**config.mk**
```make
export PLATFORM = sky130hd
export DESIGN_NAME = load_store_unit
export DESIGN_NICKNAME = d
export VERILOG_FILES = /design/src/rtl/load_store_unit_pkg.sv /design/src/rtl/load_extend.sv /design/src/rtl/load_store_unit.sv
export SDC_FILE = /design/constraint.sdc
export NUM_CORES = 1
export LEC_CHECK = 0
export CORE_ASPECT_RATIO = 0.5
export CORE_MARGIN = 2
export CORE_UTILIZATION = 42
export CTS_CLUSTER_SIZE = 24
export DETAILED_ROUTE_END_ITERATION = 10
export GPL_ROUTABILITY_DRIVEN = 0
export PLACE_DENSITY = 0.8
export SLEW_MARGIN = 15
export SYNTH_ARGS = -nofsm -noshare
export SYNTH_HDL_FRONTEND = slang
export SYNTH_SLANG_ARGS = --single-unit
```
**constraint.sdc**
```tcl
create_clock -name clk -period 2.5 [get_ports clk]
set_input_delay 0.5 -clock clk [delete_from_list [all_inputs] [get_ports clk]]
set_output_delay 0.5 -clock clk [all_outputs]
set_load 0.05 [all_outputs]
```
**src/rtl/load_store_unit_pkg.sv**
```systemverilog
// Shared definitions for the load/store unit: width_src encodings, FSM
// state type and small decode helpers used by the top and load_extend.
package load_store_unit_pkg;

    localparam logic [2:0] WIDTH_WORD   = 3'b000;
    localparam logic [2:0] WIDTH_BYTE   = 3'b001;
    localparam logic [2:0] WIDTH_HALF   = 3'b010;
    localparam logic [2:0] WIDTH_BYTE_U = 3'b101;
    localparam logic [2:0] WIDTH_HALF_U = 3'b110;

    typedef enum logic [1:0] {
        IDLE   = 2'd0,
        REQ    = 2'd1,
        WAIT_R = 2'd2,
        DONE   = 2'd3
    } lsu_state_t;

    typedef enum logic [1:0] {
        SZ_WORD = 2'd0,
        SZ_HALF = 2'd1,
        SZ_BYTE = 2'd2
    } lsu_size_t;

    // Unlisted encodings fall back to a full word access.
    function automatic lsu_size_t decode_size(input logic [2:0] w);
        case (w)
            WIDTH_BYTE, WIDTH_BYTE_U: return SZ_BYTE;
            WIDTH_HALF, WIDTH_HALF_U: return SZ_HALF;
            default:                  return SZ_WORD;
        endcase
    endfunction

    function automatic logic is_unsigned(input logic [2:0] w);
        return (w == WIDTH_BYTE_U) || (w == WIDTH_HALF_U);
    endfunction

    function automatic logic [3:0] lane_be(input lsu_size_t sz, input logic [1:0] lo);
        case (sz)
            SZ_BYTE: return 4'b0001 << lo;
            SZ_HALF: return lo[1] ? 4'b1100 : 4'b0011;
            default: return 4'b1111;
        endcase
    endfunction

    // Replicate the source so every enabled byte lane sees the right data.
    function automatic logic [31:0] lane_wdata(input lsu_size_t sz, input logic [31:0] d);
        case (sz)
            SZ_BYTE: return {4{d[7:0]}};
            SZ_HALF: return {2{d[15:0]}};
            default: return d;
        endcase
    endfunction

    function automatic logic is_misaligned(input lsu_size_t sz, input logic [1:0] lo);
        case (sz)
            SZ_HALF: return lo[0];
            SZ_WORD: return lo != 2'b00;
            default: return 1'b0;
        endcase
    endfunction

endpackage

```
**src/rtl/load_extend.sv**
```systemverilog
// Selects the addressed byte/half lane from a read word and sign- or
// zero-extends it to 32 bits. Purely combinational.
module load_extend
    import load_store_unit_pkg::*;
(
    input  logic [31:0] rdata,
    input  logic [1:0]  addr,
    input  logic [2:0]  width_src,
    output logic [31:0] result
);

    logic [7:0]  byte_lane;
    logic [15:0] half_lane;
    logic        zext;

    // Lane select by low address bits, then extend according to width.
    always_comb begin
        byte_lane = rdata[7:0];
        half_lane = rdata[15:0];
        zext      = is_unsigned(width_src);
        case (addr)
            2'd1:    byte_lane = rdata[15:8];
            2'd2:    byte_lane = rdata[23:16];
            2'd3:    byte_lane = rdata[31:24];
            default: byte_lane = rdata[7:0];
        endcase
        if (addr[1]) begin
            half_lane = rdata[31:16];
        end
        case (decode_size(width_src))
            SZ_BYTE: result = {{24{byte_lane[7] & ~zext}}, byte_lane};
            SZ_HALF: result = {{16{half_lane[15] & ~zext}}, half_lane};
            default: result = rdata;
        endcase
    end

endmodule

```
**src/rtl/load_store_unit.sv**
```systemverilog
// Load/store unit: accepts one memory op, drives a single-beat bus
// request with byte enables and replicated write data, and returns the
// extended load result. Optional MISALIGN_CHECK_EN traps misaligned
// half/word accesses without touching the bus.
module load_store_unit
    import load_store_unit_pkg::*;
(
    input  logic        clk,
    input  logic        reset,
    input  logic        mem_op_valid,
    input  logic        mem_write,
    input  logic [2:0]  width_src,
    input  logic [31:0] addr,
    input  logic [31:0] store_data,
    output logic [31:0] load_data,
    output logic        op_done,
    output logic        stall,
    output logic        misaligned,
    output logic        bus_req,
    output logic        bus_we,
    output logic [31:0] bus_addr,
    output logic [3:0]  bus_be,
    output logic [31:0] bus_wdata,
    input  logic        bus_gnt,
    input  logic        bus_rvalid,
    input  logic [31:0] bus_rdata
);

    lsu_state_t  state_q, state_d;
    logic        write_q, write_d;
    logic [2:0]  width_q, width_d;
    logic [1:0]  addr_lo_q, addr_lo_d;
    logic        bus_req_q, bus_req_d;
    logic        bus_we_q, bus_we_d;
    logic [31:0] bus_addr_q, bus_addr_d;
    logic [3:0]  bus_be_q, bus_be_d;
    logic [31:0] bus_wdata_q, bus_wdata_d;
    logic        op_done_q, op_done_d;
    logic        misaligned_q, misaligned_d;
    logic [31:0] load_data_q, load_data_d;

    lsu_size_t   in_size;
    logic        mis_hit;
    logic [31:0] ext_result;

    assign in_size = decode_size(width_src);

`ifdef MISALIGN_CHECK_EN
    assign mis_hit = is_misaligned(in_size, addr[1:0]);
`else
    assign mis_hit = 1'b0;
`endif

    // Extraction uses the latched width/offset, not the live pipeline inputs.
    load_extend u_load_extend (
        .rdata     (bus_rdata),
        .addr      (addr_lo_q),
        .width_src (width_q),
        .result    (ext_result)
    );

    // Next-state and next-output logic for the transaction FSM.
    always_comb begin
        state_d      = state_q;
        write_d      = write_q;
        width_d      = width_q;
        addr_lo_d    = addr_lo_q;
        bus_req_d    = bus_req_q;
        bus_we_d     = bus_we_q;
        bus_addr_d   = bus_addr_q;
        bus_be_d     = bus_be_q;
        bus_wdata_d  = bus_wdata_q;
        op_done_d    = 1'b0;
        misaligned_d = 1'b0;
        load_data_d  = load_data_q;
        case (state_q)
            IDLE: begin
                if (mem_op_valid) begin
                    write_d     = mem_write;
                    width_d     = width_src;
                    addr_lo_d   = addr[1:0];
                    bus_we_d    = mem_write;
                    bus_addr_d  = {addr[31:2], 2'b00};
                    bus_be_d    = lane_be(in_size, addr[1:0]);
                    bus_wdata_d = lane_wdata(in_size, store_data);
                    if (mis_hit) begin
                        state_d      = DONE;
                        op_done_d    = 1'b1;
                        misaligned_d = 1'b1;
                    end else begin
                        state_d   = REQ;
                        bus_req_d = 1'b1;
                    end
                end
            end
            REQ: begin
                if (bus_gnt) begin
                    bus_req_d = 1'b0;
                    if (write_q) begin
                        state_d   = DONE;
                        op_done_d = 1'b1;
                    end else begin
                        state_d = WAIT_R;
                    end
                end
            end
            WAIT_R: begin
                if (bus_rvalid) begin
                    load_data_d = ext_result;
                    state_d     = DONE;
                    op_done_d   = 1'b1;
                end
            end
            DONE: begin
                state_d = IDLE;
            end
            default: begin
                state_d   = IDLE;
                bus_req_d = 1'b0;
            end
        endcase
    end

    // State and registered outputs; reset aborts any in-flight request.
    always_ff @(posedge clk) begin
        if (reset) begin
            state_q      <= IDLE;
            write_q      <= 1'b0;
            width_q      <= WIDTH_WORD;
            addr_lo_q    <= 2'b00;
            bus_req_q    <= 1'b0;
            bus_we_q     <= 1'b0;
            bus_addr_q   <= '0;
            bus_be_q     <= 4'b0000;
            bus_wdata_q  <= '0;
            op_done_q    <= 1'b0;
            misaligned_q <= 1'b0;
            load_data_q  <= '0;
        end else begin
            state_q      <= state_d;
            write_q      <= write_d;
            width_q      <= width_d;
            addr_lo_q    <= addr_lo_d;
            bus_req_q    <= bus_req_d;
            bus_we_q     <= bus_we_d;
            bus_addr_q   <= bus_addr_d;
            bus_be_q     <= bus_be_d;
            bus_wdata_q  <= bus_wdata_d;
            op_done_q    <= op_done_d;
            misaligned_q <= misaligned_d;
            load_data_q  <= load_data_d;
        end
    end

    assign stall      = ((state_q == IDLE) && mem_op_valid) ||
                        (state_q == REQ) || (state_q == WAIT_R);
    assign load_data  = load_data_q;
    assign op_done    = op_done_q;
    assign misaligned = misaligned_q;
    assign bus_req    = bus_req_q;
    assign bus_we     = bus_we_q;
    assign bus_addr   = bus_addr_q;
    assign bus_be     = bus_be_q;
    assign bus_wdata  = bus_wdata_q;

endmodule

```
Word level (Yosys, flattened, before mapping). Index checks and enable logic that the tools add are counted.

Output and inout bits: 105. Bits in registers: 108. Logic and storage cells: 69. Input port bits: 105.

Reductions and logical operators: 14. Shifts and indexed selects: 1. Bitwise logic cells: 3. Eq/ne operators: 21. Multiplexer cells: 20.

Operator list (number): case mux 32 bit (2 select lines) (2); case mux 8 bit (3 select lines) (1); 2-to-1 mux 16 bit (1); == test 2 bit, second input constant (6); == test 3 bit, second input constant (4); == test 2 x 1 -> 1 bit, second input constant (4); case mux 2 bit (2 select lines) (2); case mux 2 bit (4 select lines) (1); case mux 4 bit (2 select lines) (1); OR reduction 2 bit (4); == test 3 x 1 -> 1 bit, second input constant (2); == test 3 x 2 -> 1 bit, second input constant (2); 2-to-1 mux 1 bit (6); 2-to-1 mux 2 bit (3); != test 2 bit, second input constant (3); AND reduction 3 bit (2); 2-to-1 mux 4 bit (1); case mux 1 bit (2 select lines) (2); AND reduction 2 bit (2); << shifter 1 x 2 -> 4 bit, first input constant (1); logical OR 1 bit (3); bitwise AND 1 bit (2); logical NOT 2 bit (1); nonzero test 2 bit (1); 2 further kinds (2).

Longest topological paths before layout. Gate-level depths: netlist of the first run.

Depth in word-level cells: 5. Mapped depth: 8. Depth with buffers taken out: 7.

Hierarchy. From an unflattened synthesis of the first run, not the netlist that was laid out.

Cell total of the unflattened synthesis: 664. Area, all modules: 5038.6 um2.

Modules (own cells, without submodules): load_store_unit (cells each 533, instances 1, area each 4246.6 um2); load_extend (cells each 131, instances 1, area each 792.0 um2).

Worst setup path before layout of the first run. OpenSTA, ideal clock, no wires.

Path type: reg2out. From: register state_q[0]. To: output stall. Data arrival time: 1.432 ns. Required time: 2.000 ns. Path buffers: 1. Cell stages (with the launch flop): 6. Setup slack: 0.568 ns. Cell sequence: dfxtp_1 inv_1 ha_1 and2_1 clkbuf_1 or3_1.

Cells in the longest elaborated chain, start to end: 4. Elaborated cells between the ends (all ways): 6.

RTL lines: start: declaration (line load_store_unit.sv:29) `lsu_state_t state_q, state_d;`; start signal: assignment (line load_store_unit.sv:140) `state_q <= state_d;`; logical NOT 2 bit (line load_store_unit.sv:155) `assign stall = ((state_q == IDLE) && mem_op_valid) ||`; logical AND 1 bit (line load_store_unit.sv:155); logical OR 1 bit (line load_store_unit.sv:155); logical OR 1 bit * (line load_store_unit.sv:156) `(state_q == REQ) || (state_q == WAIT_R);`; end: declaration (line load_store_unit.sv:17) `output logic stall,`.

Mark *: on every way between the ends. The rest lies on a longest branch, timed or not.

Worst setup path after layout of the first run. Ends and elaborated chain as after synthesis.

==> flow_metrics.py, run 1 <==
metrics = {
    "synth": {
        "synth_xor_area_share_pct": 0,
        "synth_fa_ha_area_share_pct": 2.600,
        "synth_largest_area_cell": "dfxtp_1",
        "synth.avg_cell_area_um2": 8.074,
        "synthTopCellsByArea": "dfxtp_1 (45%), nand2_1 (11%), a21oi_1 (7.1%)",
        "synthArstFlopShare_pct": 0,
        "synth_edf_count": 0,
        "synth_common_cells": "nand2_1 (140), dfxtp_1 (108), a21oi_1 (68)",
        "synth_top_family_by_area": "simple AND/OR/NAND/NOR gates",
        "yosysUniqueCellTypes": 41,
        "syn_inst": 596,
        "synth_warnings": 0,
        "yosysMostFrequentCell": "nand2_1",
        "synth_area_mm2": 0.004812,
        "synth_compound_area_share_pct": 22.05,
        "synthFlopType": "dfxtp_1",
        "synth-simple-area-share_pct": 22.33,
        "synthMuxAreaShare_pct": 2.574,
        "ys_ff_latch": 108,
        "yosysSeqAreaShare_pct": 44.93,
        "yosysTopAreaCellShare_pct": 44.93,
    },
    "clock_network": {
        "numCtsBuffers": 9,
        "htree_levels": 3,
        "clock-sinks": 108,
        "cts_resized": 0,
        "ctsHoldBuffers": 0,
        "cts_root_buf": "clkbuf_16",
        "clk_latency_ps": 340,
        "post_cts_buffers": 0,
        "clk_pin_slew_worst_paths_ps": 70,
        "clockBufferDepth": 2,
        "cts_tree": "done",
    },
    "global_route": {
        "first_global_vias": 4707,
        "grt_usage_pct": 23.68,
        "gr-usage-met2_pct": 39.07,
        "grtUsageMet1_pct": 29.94,
        "grt_pass1_wl_um": 23600,
        "antenna_found_initial": 0,
        "grt_overflow_total": 0,
        "busiest_layer": "met2",
        "grt_max_degree": 84,
        "use_met3_pct": 6.840,
    },
    "cells_and_area": {
        "final_util_pct": 65.83,
        "fin_nets": 891,
        "nFillCells": 946,
        "syn_to_final_growth_pct": 51.59,
        "fin_area_mm2": 0.007295,
        "diodes": 0,
        "drive_above_1_share_pct": 6.658,
        "final_cell_count_no_fill": 926,
    },
    "detailed_routing": {
        "ant_nets": 0,
        "via_count": 4959,
        "initialDrtViolationCount": 326,
        "avgViaCountPerCell": 5.355,
        "avgRoutedWirePerCell_um": 16.18,
        "totalWireLength_um": 14980,
        "firstDrtPassIters": 5,
        "drc": 0,
    },
    "critical_path": {
        "r2r_end": "load_data[22]",
        "crit_required_ps": 2000,
        "end_kind": "output pin",
        "rrSetupSlack_ps": 470,
        "crit_slowest_cell": "or3_1",
        "critical_path_class": "flop to output pin",
        "cp_cell_sequence": "inv_1 -> ha_1 -> and2_2 -> or3_1 -> buf_12",
        "crit_fanout": 5,
        "critPathBufInv": 2,
        "startpoint_type": "flop",
        "critPathMaxStageDelay_ps": 360,
        "r2r-start": "width_q[0]",
        "reg2reg_depth": 7,
        "cp.arrival_ps": 1780,
        "cp_top_family": "simple AND/OR/NAND/NOR gates",
    },
    "worst_hold_path": {
        "hp-start": "bus_addr[27]",
        "hold_depth": 2,
        "hold_class": "flop to flop",
        "min_to": "bus_addr[27]",
    },
    "placement": {
        "place_inst": 910,
        "dpl_cell_area_mm2": 0.006967,
        "dp_hpwl_um": 10800,
        "numPortBuffers": 206,
    },
    "floorplanning": {
        "rows": 27,
        "die-area_mm2": 0.01238,
        "die_w_um": 155.4,
        "coreArea_mm2": 0.01108,
        "die_height_um": 79.69,
        "pin_count": 210,
        "initial_core_util_pct": 43.43,
    },
    "sta": {
        "period_minus_slack_ps": 2275,
        "hold_viol_final": 0,
        "finalCritPeriodShare_pct": 91.01,
        "finalSetupViolations": 0,
        "drv_slew": 0,
        "tightest_slew_ps": 598.0,
        "timing.setup.tns_ps": 0,
        "fin_skew_ps": 4.889,
        "relSlewSlack_pct": 59.71,
        "rsz0062_at_grt": "false",
        "fmax_ghz": 0.4395,
    },
    "job": {
        "cap_viol_max_count": 0,
    },
    "run_status": {
        "status": "finished clean",
    },
    "pwr": {
        "cellLeakagePower_nw": 2.614,
        "p_total_mw": 7.241,
        "ir_drop_mv": 0.4297,
        "p_per_area_mw_per_mm2": 992.6,
    },
}
==> per-layer routing <==
layer  vias up  wire [µm]
met4         0        297
li1       2400          -
met2       198       7139
met5         -          0
met1      2336       6394
met3        25       1153
==> where the power goes <==
part	internal, mW	switching (mW)	total (mW)
clock network	0.910	0.641	1.55
logic	1.20	2.25	3.44
registers	2.05	0.194	2.25
total	4.16	3.08	7.24
==> kinds of logic after synthesis <==
kind of cell / Yosys count
other: 1
flip-flops: 108
buffers and inverters: 60
AO/OA/AOI/OAI: 156
AND/OR/NAND/NOR: 250
adder cells (fa/ha/maj): 10
multiplexers: 11
==> registers in the layout (all words and copies together), names as in the netlist <==
signal / cells
addr_lo_q: 2
bus_addr: 30
bus_be: 4
bus_req: 1
bus_wdata: 32
bus_we: 1
load_data: 32
op_done: 1
state_q: 2
width_q: 3
==> area by class of cell <==
class | count | area, µm² | share of cell area (%)
clock buffers | 11 | 242.7 | 3.328
inverters | 11 | 41.29 | 0.5660
multi-input cells | 430 | 2400 | 32.90
flip-flops and latches | 108 | 2162 | 29.64
clock inverters | 5 | 85.08 | 1.166
well taps | 145 | 181.4 | 2.487
repair buffers | 216 | 2182 | 29.91
==> per-stage QoR <==
stage,setup WS (ps),hold WS [ps]
final,224.9,453.0
after detailed placement,91.78,446.9
after global placement,161.4,440.9
after floorplan,567.8,432.9
after CTS,225.3,455.5
after global routing,170.6,467.0
==> placed cells by master, fill, tap and decap left out, types with 2 or more instances in the layout <==
master	n
dfxtp_1	108
a31oi_1	9
clkbuf_16	9
nor3_1	17
o21ai_0	21
conb_1	3
clkdlybuf4s50_1	204
o22ai_1	5
a32o_1	6
a21oi_1	68
nand4_1	2
bufinv_16	2
nand3_1	13
nand4b_1	2
mux2i_1	2
ha_1	10
a211oi_1	8
buf_12	4
nor2b_1	17
o22ai_2	2
nand2b_1	11
a221oi_1	17
clkinv_4	2
nor2_1	43
a211o_1	2
and2_1	2
mux2_2	8
inv_1	11
buf_4	8
nand2_1	139
a211oi_2	10
==> worst register-to-register path, delay by kind of cell, from the launching register on <==
kind / cells / cell delay, ps
buffers and inverters: 4 / 920
DFF: 1 / 390
adders and majority gates: 1 / 300
AOI/OAI and AO/OA: 2 / 300
==> how the worst max path moves through the flow <==
stage | start | to | slack, ps | cells past startpoint
final | state_q[0] | stall | 220 | 5
after global routing | state_q[0] | stall | 170 | 5
after CTS | state_q[1] | stall | 230 | 5
after detailed placement | width_src[0] | bus_wdata[11] | 90 | 8
after global placement | width_src[0] | bus_wdata[13] | 160 | 8
after floorplan | state_q[0] | stall | 570 | 5
(Power assumes the default switching activity.)
==> inputs of run 2 (changes only) <==
SKIP_CTS_REPAIR_TIMING = 1   (was not set)
==> results of run 2 <==
Final layout, timing and power as in run 1 (identical DEF).
==> inputs of run 3 (changes only) <==
ABC_AREA = 1   (was not set)
CORE_UTILIZATION = 43   (was 42)
MAX_ROUTING_LAYER = met4   (was not set)
PLACE_DENSITY = 0.81   (was 0.8)
==> run 3 against run 2 <==
Against the previous run:
- via count increased by 5.1%
- largest power group unchanged
- count of clock-buffer cells in the layout rose by 1
- worst hold slack improved by 16 ps
- maximum frequency up 9.0%
- highest routed layer unchanged
==> flow_metrics.py, run 3 <==
metrics = {
    "synth": {
        "synthFlopType": "dfxtp_1",
        "synth_largest_area_cell": "dfxtp_1",
        "yosysUniqueCellTypes": 33,
        "syn_inst": 666,
        "synth_area_mm2": 0.004955,
        "yosysTopAreaCellShare_pct": 43.64,
        "yosysSeqAreaShare_pct": 43.64,
        "synthTopCellsByArea": "dfxtp_1 (44%), o21ai_0 (10%), a21oi_1 (8.8%)",
        "synth_warnings": 0,
        "ys_ff_latch": 108,
        "yosysMostFrequentCell": "dfxtp_1",
        "synthArstFlopShare_pct": 0,
        "synth_edf_count": 0,
        "synth_common_cells": "dfxtp_1 (108), nor2_1 (101), o21ai_0 (101)",
        "synth.avg_cell_area_um2": 7.440,
    },
    "critical_path": {
        "crit_fanout": 4,
        "crit_slowest_cell": "clkdlybuf4s50_1",
        "cp_top_family": "buffers and inverters",
        "cp_cell_sequence": "clkdlybuf4s50_1",
        "critical_path_class": "flop to output pin",
        "r2r_end": "bus_be[1]",
        "end_kind": "output pin",
        "crit_required_ps": 2000,
        "startpoint_type": "flop",
        "critPathBufInv": 1,
        "cp.arrival_ps": 1590,
        "reg2reg_depth": 9,
        "r2r-start": "state_q[0]",
        "crit_path_end": "bus_we",
        "path_depth": 1,
        "critPathMaxStageDelay_ps": 840,
        "rrSetupSlack_ps": 670,
        "worstSetupStartpoint": "bus_we",
    },
    "sta": {
        "setup_ws_ps": 413.2,
        "hold_viol_final": 0,
        "timing.setup.tns_ps": 0,
        "fin_skew_ps": 7.987,
        "period_minus_slack_ps": 2087,
        "rsz0062_at_grt": "false",
        "tightest_slew_ps": 559.0,
        "relSlewSlack_pct": 62.62,
        "fmax_ghz": 0.4792,
        "finalCritPeriodShare_pct": 83.47,
        "drv_slew": 0,
        "finalSetupViolations": 0,
        "timing.hold.ws_ps": 468.8,
    },
    "cells_and_area": {
        "final_cell_mix": "clkdlybuf4s50_1 (205), dfxtp_1 (108), nor2_1 (101), o21ai_0 (101), nand2_1 (95)",
        "layout_commonest_cell": "clkdlybuf4s50_1",
        "final_util_pct": 66.68,
        "fin_nets": 967,
        "syn_to_final_growth_pct": 49.57,
        "drive_above_1_share_pct": 6.184,
        "fin_area_mm2": 0.007411,
    },
    "floorplanning": {
        "initial_core_util_pct": 44.58,
        "die_w_um": 155.8,
        "pin_count": 210,
        "rows": 27,
        "coreArea_mm2": 0.01111,
        "die_height_um": 79.91,
        "die-area_mm2": 0.01245,
    },
    "clock_network": {
        "clk_latency_ps": 350,
        "clk_pin_slew_worst_paths_ps": 70,
        "cts_tree": "done",
        "numCtsBuffers": 9,
        "cts_root_buf": "clkbuf_16",
        "clock-sinks": 108,
        "htree_levels": 3,
        "clockBufferDepth": 2,
    },
    "global_route": {
        "grt_overflow_total": 0,
        "grt_pass1_wl_um": 23950,
        "antenna_found_initial": 1,
        "grt_max_degree": 52,
        "grt_usage_pct": 24.83,
        "first_global_vias": 4770,
    },
    "run_status": {
        "status": "finished clean",
    },
    "job": {
        "cap_viol_max_count": 0,
    },
    "placement": {
        "place_ws_ps": 236.7,
        "numPortBuffers": 206,
        "dpl_cell_area_mm2": 0.007122,
        "dp_hpwl_um": 10970,
    },
    "worst_hold_path": {
        "hold_class": "flop to flop",
    },
    "detailed_routing": {
        "avgRoutedWirePerCell_um": 15.24,
        "avgViaCountPerCell": 5.194,
        "drc": 0,
        "firstDrtPassIters": 5,
        "ant_nets": 0,
        "via_count": 5210,
        "initialDrtViolationCount": 285,
        "totalWireLength_um": 15290,
    },
    "pwr": {
        "cellLeakagePower_nw": 2.975,
        "p_per_area_mw_per_mm2": 1050,
        "ir_drop_mv": 0.4763,
    },
}
-- run 3: cell types whose count changed in the layout (fill, tap and decap cells not counted), sizes merged, moves of 7 or more --
cell,previous run,this run
a221oi,17,0
nor2,43,103
o21ai,21,105
nand2,140,98
nand2b,11,0
nor2b,17,0
nor3,17,0
nand3,13,22
a22o,0,8
o211ai,0,7
inv,11,43
a211oi,19,1
a21oi,68,98
mux2,8,0
-- run 3: final cells by class --
cell class	count	area, µm²
fillers	941	3704
multi-input cells	469	2407
inverters	43	161.4
clock inverters	4	50.05
clock buffers	12	236.5
repair buffers	221	2210
flip-flops and latches	108	2162
well taps	145	181.4
diodes	1	2.502
-- run 3: worst min-delay path by stage --
stage / start / end / slack [ps] / depth (start not counted)
after floorplan: width_q[2] / width_q[2] / 450 / 2
after CTS: load_data[0] / load_data[0] / 470 / 2
after global routing: load_data[0] / load_data[0] / 490 / 2
after global placement: load_data[7] / load_data[7] / 460 / 2
final: load_data[0] / load_data[0] / 470 / 2
after detailed placement: load_data[0] / load_data[0] / 460 / 2
-- run 3: through the flow --
stage	instances	power [mW]
after global placement	986	6.316
final	1003	7.783
after CTS	1002	7.803
after detailed placement	986	6.376
after global routing	1003	8.201
after floorplan	668	5.078
-- run 3: layer usage --
metal / wire length (µm) / GRT usage, % / up-vias
met5: 0 / - / -
met4: 375 / 8.807 / 0
met1: 6907 / 30.97 / 2394
met2: 7086 / 40.22 / 193
li1: - / - / 2590
met3: 921 / 5.429 / 33
-- run 3: worst min-delay path: cells and delay by family (launching register included) --
kind,cells,cell delay (ps)
compound gates,1,50
simple gates,1,60
flops,1,310
-- run 3: report_power, final --
group | total [mW] | leakage [nW] | internal [mW] | switching [mW]
Sequential | 2.34 | 0.888 | 2.12 | 0.223
Clock | 1.43 | 0.133 | 0.778 | 0.649
Combinational | 4.01 | 1.95 | 1.34 | 2.67
-- run 3: kinds of logic after synthesis --
kind of cell | count (synthesis) | synth area share (%)
AO/OA/AOI/OAI | 231 | 27.32
AND/OR/NAND/NOR | 225 | 18.51
flip-flops | 108 | 43.64
buffers and inverters | 91 | 7.929
adder cells (fa/ha/maj) | 10 | 2.525
other | 1 | 0.07568
